<file path="src/rtl/arm_decode_stage_pkg.sv">
// Shared types for the ARM decode stage: instruction classes, FSM states,
// read-list entries and handshake timing constants.
package arm_decode_stage_pkg;

  localparam int W       = 32;
  localparam int RB_WAIT = 2;
  localparam int WAIT_CW = 4;

  typedef enum logic [3:0] {
    CLS_DP_REG = 4'd0,
    CLS_DP_IMM = 4'd1,
    CLS_LS_IMM = 4'd2,
    CLS_LS_REG = 4'd3,
    CLS_MUL    = 4'd4,
    CLS_BLOCK  = 4'd5,
    CLS_BRANCH = 4'd6,
    CLS_SWI    = 4'd7,
    CLS_UNDEF  = 4'd15
  } cls_e;

  typedef enum logic [2:0] {
    ST_IDLE,
    ST_WAIT_I,
    ST_DECODE,
    ST_READ,
    ST_VALID
  } state_e;

  // Destination operand of a register read: A=dataOut2, B=dataOut3, C=dataOut4.
  typedef enum logic [1:0] {
    SLOT_A,
    SLOT_B,
    SLOT_C
  } slot_e;

  typedef struct packed {
    logic [3:0] rnum;
    slot_e      slot;
  } rd_entry_t;

endpackage

</file>
<file path="src/rtl/arm_decode_stage_if.sv">
// Bus bundle for the decode stage: issuer, downstream consumer and register-bank port.
interface arm_decode_stage_if;
  import arm_decode_stage_pkg::*;

  // Every handshake is two-phase: the requester toggles its trigger, the responder
  // drops its ready within one edge, then raises ready with data held stable.
  logic [W-1:0] dataIn;
  logic         readyIn;
  logic         triggerOut;
  logic         triggerIn;
  logic         readyOut;
  logic [W-1:0] dataOut1;
  logic [W-1:0] dataOut2;
  logic [W-1:0] dataOut3;
  logic [W-1:0] dataOut4;
  logic [3:0]   typeOut;
  logic         triggerOutRB;
  logic [W-1:0] addrRB;
  logic         readyInRB;
  logic [W-1:0] dataInRB;
  state_e       state_dbg;

  modport master (
    input  dataIn, readyIn, triggerIn, readyInRB, dataInRB,
    output triggerOut, readyOut, dataOut1, dataOut2, dataOut3, dataOut4,
           typeOut, triggerOutRB, addrRB, state_dbg
  );

  modport slave (
    output dataIn, readyIn, triggerIn, readyInRB, dataInRB,
    input  triggerOut, readyOut, dataOut1, dataOut2, dataOut3, dataOut4,
           typeOut, triggerOutRB, addrRB, state_dbg
  );

endinterface

</file>
<file path="src/rtl/arm_decode_stage_operand.sv">
// Combinational classifier: instruction class, decoded immediate and the ordered
// list of source registers to fetch (bits [31:28] are condition and not needed).
module arm_decode_operand
  import arm_decode_stage_pkg::*;
(
  input  logic [27:0]         instr,
  output cls_e                cls,
  output logic [W-1:0]        imm,
  output logic [1:0]          rd_cnt,
  output rd_entry_t [2:0]     rd_list
);

  logic [3:0]     rn, rd, rs, rm;
  logic [4:0]     rot;
  logic [2*W-1:0] rot_dbl;

  assign rn      = instr[19:16];
  assign rd      = instr[15:12];
  assign rs      = instr[11:8];
  assign rm      = instr[3:0];
  assign rot     = {instr[11:8], 1'b0};
  assign rot_dbl = {24'd0, instr[7:0], 24'd0, instr[7:0]} >> rot;

  always_comb begin
    cls        = CLS_UNDEF;
    imm        = '0;
    rd_cnt     = 2'd0;
    rd_list[0] = '{rnum: rn, slot: SLOT_A};
    rd_list[1] = '{rnum: rm, slot: SLOT_B};
    rd_list[2] = '{rnum: rs, slot: SLOT_C};
    if (instr[27:22] == 6'd0 && instr[7:4] == 4'b1001) begin
      // Multiply keeps its accumulate/first-source register in [15:12].
      cls             = CLS_MUL;
      rd_cnt          = 2'd3;
      rd_list[0].rnum = rd;
    end else if (instr[27:25] == 3'b000 && instr[7] && instr[4]) begin
      cls = CLS_UNDEF;
    end else if (instr[27:25] == 3'b000) begin
      cls    = CLS_DP_REG;
      rd_cnt = instr[4] ? 2'd3 : 2'd2;
    end else if (instr[27:25] == 3'b001) begin
      cls    = CLS_DP_IMM;
      rd_cnt = 2'd1;
      imm    = rot_dbl[W-1:0];
    end else if (instr[27:25] == 3'b010) begin
      cls        = CLS_LS_IMM;
      rd_cnt     = 2'd2;
      rd_list[1] = '{rnum: rd, slot: SLOT_C};
      imm        = {20'd0, instr[11:0]};
    end else if (instr[27:25] == 3'b011) begin
      if (!instr[4]) begin
        cls        = CLS_LS_REG;
        rd_cnt     = 2'd3;
        rd_list[2] = '{rnum: rd, slot: SLOT_C};
      end
    end else if (instr[27:25] == 3'b100) begin
      cls    = CLS_BLOCK;
      rd_cnt = 2'd1;
      imm    = {16'd0, instr[15:0]};
    end else if (instr[27:25] == 3'b101) begin
      cls = CLS_BRANCH;
      imm = {{6{instr[23]}}, instr[23:0], 2'b00};
    end else if (instr[27:24] == 4'hF) begin
      cls = CLS_SWI;
      imm = {8'd0, instr[23:0]};
    end
  end

endmodule

</file>
<file path="src/rtl/arm_decode_stage.sv">
// Decode stage: fetches one instruction, classifies it, reads its source registers
// through the single bank port and presents the result until consumed downstream.
module arm_decode_stage
  import arm_decode_stage_pkg::*;
(
  input logic               clk,
  input logic               reset,
  arm_decode_stage_if.master bus
);

  state_e               state_q, state_d;
  logic [W-1:0]         instr_q, instr_d;
  logic [WAIT_CW-1:0]   wait_cnt_q, wait_cnt_d;
  logic [1:0]           rd_idx_q, rd_idx_d;
  logic                 trig_out_q, trig_out_d;
  logic                 trig_rb_q, trig_rb_d;
  logic                 ready_out_q, ready_out_d;
  logic                 prev_trig_in_q, prev_trig_in_d;
  logic [W-1:0]         data_out1_q, data_out1_d;
  logic [W-1:0]         data_out2_q, data_out2_d;
  logic [W-1:0]         data_out3_q, data_out3_d;
  logic [W-1:0]         data_out4_q, data_out4_d;
  logic [3:0]           type_out_q, type_out_d;
  logic [W-1:0]         addr_rb_q, addr_rb_d;

  cls_e                 dec_cls;
  logic [W-1:0]         dec_imm;
  logic [1:0]           dec_cnt;
  rd_entry_t [2:0]      dec_list;
  logic                 wait_done;
  logic [1:0]           next_idx;

  arm_decode_operand u_operand (
    .instr   (instr_q[27:0]),
    .cls     (dec_cls),
    .imm     (dec_imm),
    .rd_cnt  (dec_cnt),
    .rd_list (dec_list)
  );

  // Responder ready is ignored until RB_WAIT edges after our own toggle.
  assign wait_done = (wait_cnt_q >= WAIT_CW'(RB_WAIT - 1));
  assign next_idx  = rd_idx_q + 2'd1;

  always_comb begin
    state_d        = state_q;
    instr_d        = instr_q;
    wait_cnt_d     = wait_done ? wait_cnt_q : wait_cnt_q + 1'b1;
    rd_idx_d       = rd_idx_q;
    trig_out_d     = trig_out_q;
    trig_rb_d      = trig_rb_q;
    ready_out_d    = ready_out_q;
    prev_trig_in_d = bus.triggerIn;
    data_out1_d    = data_out1_q;
    data_out2_d    = data_out2_q;
    data_out3_d    = data_out3_q;
    data_out4_d    = data_out4_q;
    type_out_d     = type_out_q;
    addr_rb_d      = addr_rb_q;
    case (state_q)
      ST_IDLE: begin
        trig_out_d = ~trig_out_q;
        wait_cnt_d = '0;
        state_d    = ST_WAIT_I;
      end
      ST_WAIT_I: begin
        if (wait_done && bus.readyIn) begin
          instr_d = bus.dataIn;
          state_d = ST_DECODE;
        end
      end
      ST_DECODE: begin
        data_out1_d = instr_q;
        type_out_d  = dec_cls;
        data_out2_d = '0;
        data_out3_d = dec_imm;
        data_out4_d = '0;
        rd_idx_d    = 2'd0;
        if (dec_cnt == 2'd0) begin
          ready_out_d = 1'b1;
          state_d     = ST_VALID;
        end else begin
          addr_rb_d  = {{(W-4){1'b0}}, dec_list[0].rnum};
          trig_rb_d  = ~trig_rb_q;
          wait_cnt_d = '0;
          state_d    = ST_READ;
        end
      end
      ST_READ: begin
        if (wait_done && bus.readyInRB) begin
          case (dec_list[rd_idx_q].slot)
            SLOT_A:  data_out2_d = bus.dataInRB;
            SLOT_B:  data_out3_d = bus.dataInRB;
            default: data_out4_d = bus.dataInRB;
          endcase
          if (next_idx == dec_cnt) begin
            ready_out_d = 1'b1;
            state_d     = ST_VALID;
          end else begin
            rd_idx_d   = next_idx;
            addr_rb_d  = {{(W-4){1'b0}}, dec_list[next_idx].rnum};
            trig_rb_d  = ~trig_rb_q;
            wait_cnt_d = '0;
          end
        end
      end
      ST_VALID: begin
        if (bus.triggerIn != prev_trig_in_q) begin
          ready_out_d = 1'b0;
          trig_out_d  = ~trig_out_q;
          wait_cnt_d  = '0;
          state_d     = ST_WAIT_I;
        end
      end
      default: state_d = ST_IDLE;
    endcase
  end

  always_ff @(posedge clk) begin
    if (reset) begin
      state_q        <= ST_IDLE;
      instr_q        <= '0;
      wait_cnt_q     <= '0;
      rd_idx_q       <= '0;
      trig_out_q     <= 1'b0;
      trig_rb_q      <= 1'b0;
      ready_out_q    <= 1'b0;
      prev_trig_in_q <= bus.triggerIn;
      data_out1_q    <= '0;
      data_out2_q    <= '0;
      data_out3_q    <= '0;
      data_out4_q    <= '0;
      type_out_q     <= '0;
      addr_rb_q      <= '0;
    end else begin
      state_q        <= state_d;
      instr_q        <= instr_d;
      wait_cnt_q     <= wait_cnt_d;
      rd_idx_q       <= rd_idx_d;
      trig_out_q     <= trig_out_d;
      trig_rb_q      <= trig_rb_d;
      ready_out_q    <= ready_out_d;
      prev_trig_in_q <= prev_trig_in_d;
      data_out1_q    <= data_out1_d;
      data_out2_q    <= data_out2_d;
      data_out3_q    <= data_out3_d;
      data_out4_q    <= data_out4_d;
      type_out_q     <= type_out_d;
      addr_rb_q      <= addr_rb_d;
    end
  end

  assign bus.triggerOut   = trig_out_q;
  assign bus.triggerOutRB = trig_rb_q;
  assign bus.readyOut     = ready_out_q;
  assign bus.dataOut1     = data_out1_q;
  assign bus.dataOut2     = data_out2_q;
  assign bus.dataOut3     = data_out3_q;
  assign bus.dataOut4     = data_out4_q;
  assign bus.typeOut      = type_out_q;
  assign bus.addrRB       = addr_rb_q;
  assign bus.state_dbg    = state_q;

endmodule

</file>
<file path="src/flat_wrapper.sv">
// flat-port wrapper written by rule: the top's interface ports become plain ports
module arm_decode_stage_flat import arm_decode_stage_pkg::*;
  (clk, reset, bus_dataIn, bus_readyIn, bus_triggerIn, bus_readyInRB, bus_dataInRB, bus_triggerOut, bus_readyOut, bus_dataOut1, bus_dataOut2, bus_dataOut3, bus_dataOut4, bus_typeOut, bus_triggerOutRB, bus_addrRB, bus_state_dbg);
  arm_decode_stage_if bus_i ();
  input logic clk;
  input logic reset;
  input wire logic [$bits(bus_i.dataIn)-1:0] bus_dataIn;
  input wire logic [$bits(bus_i.readyIn)-1:0] bus_readyIn;
  input wire logic [$bits(bus_i.triggerIn)-1:0] bus_triggerIn;
  input wire logic [$bits(bus_i.readyInRB)-1:0] bus_readyInRB;
  input wire logic [$bits(bus_i.dataInRB)-1:0] bus_dataInRB;
  output wire logic [$bits(bus_i.triggerOut)-1:0] bus_triggerOut;
  output wire logic [$bits(bus_i.readyOut)-1:0] bus_readyOut;
  output wire logic [$bits(bus_i.dataOut1)-1:0] bus_dataOut1;
  output wire logic [$bits(bus_i.dataOut2)-1:0] bus_dataOut2;
  output wire logic [$bits(bus_i.dataOut3)-1:0] bus_dataOut3;
  output wire logic [$bits(bus_i.dataOut4)-1:0] bus_dataOut4;
  output wire logic [$bits(bus_i.typeOut)-1:0] bus_typeOut;
  output wire logic [$bits(bus_i.triggerOutRB)-1:0] bus_triggerOutRB;
  output wire logic [$bits(bus_i.addrRB)-1:0] bus_addrRB;
  output wire logic [$bits(bus_i.state_dbg)-1:0] bus_state_dbg;
  assign bus_i.dataIn = bus_dataIn;
  assign bus_i.readyIn = bus_readyIn;
  assign bus_i.triggerIn = bus_triggerIn;
  assign bus_i.readyInRB = bus_readyInRB;
  assign bus_i.dataInRB = bus_dataInRB;
  assign bus_triggerOut = bus_i.triggerOut;
  assign bus_readyOut = bus_i.readyOut;
  assign bus_dataOut1 = bus_i.dataOut1;
  assign bus_dataOut2 = bus_i.dataOut2;
  assign bus_dataOut3 = bus_i.dataOut3;
  assign bus_dataOut4 = bus_i.dataOut4;
  assign bus_typeOut = bus_i.typeOut;
  assign bus_triggerOutRB = bus_i.triggerOutRB;
  assign bus_addrRB = bus_i.addrRB;
  assign bus_state_dbg = bus_i.state_dbg;
  arm_decode_stage u_core (.clk(clk), .reset(reset), .bus(bus_i));
endmodule
</file>
<file path="config.mk">
export PLATFORM = sky130hd
export DESIGN_NAME = arm_decode_stage_flat
export DESIGN_NICKNAME = d
export VERILOG_FILES = /design/src/rtl/arm_decode_stage_pkg.sv /design/src/rtl/arm_decode_stage_if.sv /design/src/rtl/arm_decode_stage_operand.sv /design/src/rtl/arm_decode_stage.sv /design/src/flat_wrapper.sv
export SDC_FILE = /design/constraint.sdc
export NUM_CORES = 1
export LEC_CHECK = 0
export ABC_CLOCK_PERIOD_IN_PS = 2100
export CAP_MARGIN = 20
export CELL_PAD_IN_SITES_DETAIL_PLACEMENT = 1
export CELL_PAD_IN_SITES_GLOBAL_PLACEMENT = 1
export CORE_MARGIN = 2
export CORE_UTILIZATION = 31
export DETAILED_ROUTE_END_ITERATION = 10
export PLACE_DENSITY_LB_ADDON = 0.1
export SLEW_MARGIN = 20
export SYNTH_ARGS = -nofsm -noshare
export SYNTH_HDL_FRONTEND = slang
export SYNTH_SLANG_ARGS = --single-unit
</file>
<file path="constraint.sdc">
create_clock -name clk -period 2.1 [get_ports clk]
set_input_delay 0.42 -clock clk [delete_from_list [all_inputs] [get_ports clk]]
set_output_delay 0.42 -clock clk [all_outputs]
set_load 0.01 [all_outputs]
</file>
==> impl_results.md <==
- Fin nets: 1444
- CP Capture Type: flip-flop
- Final Wtd Congestion: 0.865
- Slew Limit Fails: 0
- Worst Setup SP: u_core.wait_cnt_q[1]
- Initial DRC count: 576
- Fin worst setup slack: -24.8 ps
- DRC: 0
- Register Area: 0.00364 mm2
- # IOs: 239
- Status: finished, violations left
- Antenna Violating Nets Remaining: 0
- Vias: 9049
- Number of detailed-route iterations in the first pass: 5
- H-Tree Depth: 4
- GR Util met2: 0.375
- Multi-input logic area: 0.00480 mm2
- Failing checks: negative setup slack
- Initial antenna violation count: 1
- Met1 Usage GRT: 0.307
- Final-layout fill cell count: 3286
- Worst VDD drop: 0.443 mV
- Worst min-delay path class: reg2reg
- Core area: 0.0276 mm2
- Crit Reg-Reg Startpoint: u_core.wait_cnt_q[1]
- Syn-to-layout area delta: 48.2%
- Final worst path period share: 1.01
- Maxcap violations: 0
- GRT overflow: 0
- Ys async rst share: 0
- Row count: 61
- Die Area: 0.0292 mm2
- Largest net degree at the start of global routing: 76
- Commonest non-fill, non-tap cells in the layout: nand2_1, clkdlybuf4s50_1, dfxtp_1, a21oi_1, buf_4
- Crit path DAT: 2470 ps
- Via density: 5.13
- Core Util, Final: 0.463
- Post-synth EDFFs: 0
- Min cycle time layout: 2120 ps
- RSZ-0062 raised after global routing: yes
- Worst Skew: 28.9 ps
- Avg Cell Area, Syn: 7.66 um2
- Clock Path Buffers: 2
- Fmax: 471 MHz
- Worst-Skew Late Latency: 450 ps
- CTS tree: yes
- Diodes inserted: 0
- WL final: 34100 um
- CP peak stage delay: 530 ps
- Flops & latches, synth: 181
- Initial core utilization: 0.313
- Number of global-route vias before repair: 9081
- Crit Path Max Fanout: 8
- Synth top area share: 0.420
- Leading cell type in the layout, fill and taps excluded: nand2_1
- Clk sinks: 181
- Post-detailed-route wirelength per cell: 19.4 um
- Syn Inst Count: 1127
- Slew HR: 0.538
- Clock slew at reported path FFs: 80 ps
- Slowest-stage cell, CP: or4b_4
- Syn Std Cell Area: 0.00864 mm2
- Tot Pwr: 0.00790 W
- Sequential share of the synthesized area: 0.420
- Worst hold start: u_core.instr_q[31]
- Global routing's busiest layer: met2
- Prevailing post-synth register cell: dfxtp_1
- Worst Tran Pin Value: 693 ps
- Critical path class: reg2reg
- DP HPWL: 23900 um
- First-pass GRT wire length: 51200 um
- M3 GR Usage: 0.0352
- Power per cell area: 617 mW/mm2
- Share of cells above drive strength 1: 0.179
- Post-CTS Hold Buffers: 0
- Die H: 171 um
- Dominant cell type by area after synthesis: dfxtp_1
- CP Launch Type: flip-flop
- Endpoints failing setup: 13
- Root buffer cell: clkbuf_16
- Global Route Usage Sum: 0.226
- Final Hold Fails: 0
- Leakage Power: 4.30 nW
- CTS Buf Count: 17
- Ranking of synthesized cells by area: dfxtp_1, nand2_1, a21oi_1
- Yosys warning count: 0
- Worst Path Required: 2450 ps
- Netlist cell types: 74
- Chip width: 171 um
- Port-buffer cells: 210
- Crit-path cells: inv_4 -> ha_4 -> or4b_4 -> and2_4 -> nand3b_1 -> a21o_1 -> buf_6 -> clkbuf_16 -> a221oi_2 -> nor3_1
-- synthesized netlist by cell type (5+ instances only) --
cell      count
a22oi_1      15
nor2b_1       9
mux2i_1      14
nand3b_1      5
a21oi_1     157
a221oi_1     11
nor2_1       73
o22ai_1       7
and2_1        6
buf_4        30
clkbuf_1     69
nand2_1     228
a31oi_1      12
o211ai_1      5
buf_2        22
nand2b_1      7
inv_1         9
o21ai_0      23
buf_1         8
nor3_1       47
dfxtp_1     181
nand3_1      74
a211oi_1     23
-- layout make-up --
cell class	instances	area share
inverters	9	0.00284
clock buffers	18	0.0335
multi-input cells	831	0.375
repair buffers	332	0.257
clock inverters	14	0.0107
well taps	378	0.0370
flip-flops and latches	181	0.284
-- state kept, by name, summed over array words and instances, names as in the netlist --
register	cells
u_core.bus.readyOut	1
u_core.bus.addrRB	4
u_core.bus.state_dbg	3
u_core.bus.dataOut3	32
u_core.prev_trig_in_q	1
u_core.bus.dataOut2	32
u_core.bus.typeOut	4
u_core.bus.triggerOutRB	1
u_core.bus.triggerOut	1
u_core.bus.dataOut4	32
u_core.bus.dataOut1	32
u_core.wait_cnt_q	4
u_core.rd_idx_q	2
u_core.instr_q	32
-- report_power, final --
part | switching, W | internal, W | total (W)
sequential | 0.0000763 | 0.00349 | 0.00357
clock | 0.00161 | 0.00158 | 0.00319
combinational | 0.000632 | 0.000505 | 0.00114
-- worst paths after layout --
kind | to | slack [ps] | cells after the start
worst max-delay path | u_core.bus.dataOut3[21] | -20 | 10
worst max register to register | u_core.bus.dataOut3[21] | -20 | 10
worst min-delay path | u_core.bus.dataOut1[31] | 450 | 2
worst min register to register | u_core.bus.dataOut1[31] | 450 | 2
-- critical path: cells and delay by family (launching register included) --
kind | cells | cell delay (ps)
adders and majority gates | 1 | 150
AOI/OAI and AO/OA | 2 | 240
buffers and inverters | 3 | 340
and+or+nand+nor | 4 | 940
DFF | 1 | 360
-- cell families after synthesis --
family,after synthesis,share of synthesized area
multiplexers,20,0.0243
XOR/XNOR,5,0.00507
AND/OR/NAND/NOR,481,0.254
buffers and inverters,142,0.0814
AO/OA/AOI/OAI,294,0.211
other,1,0.000434
adder cells (fa/ha/maj),3,0.00435
flip-flops,181,0.420
-- metrics by stage --
step	instances	TNS (ps)	setup slack, ps	hold WS (ps)	area [um2]
CTS	1749	-290	-33.1	458	12300
global placement	1713	-334	-83.5	442	11700
detailed placement	1713	-2290	-141	448	11700
global route	1763	-6320	-119	472	12800
finish	1763	-143	-24.8	454	12800
floorplan	1154	-50.4	-1.68	432	8750
-- repair_timing --
action	4_1_cts	5_1_grt
setup buffers	4	13
cloned	0	2
pin swaps	5	56
setup endpoints to repair	62	82
gates resized for setup	13	76
-- per-layer routing --
layer  share of wire  up-vias
li1                -     4362
met1            0.47     4437
met2            0.47      225
met3           0.044       23
met4           0.015        2
met5         0.00038        -
No activity file was read; power rests on OpenSTA's default activity.
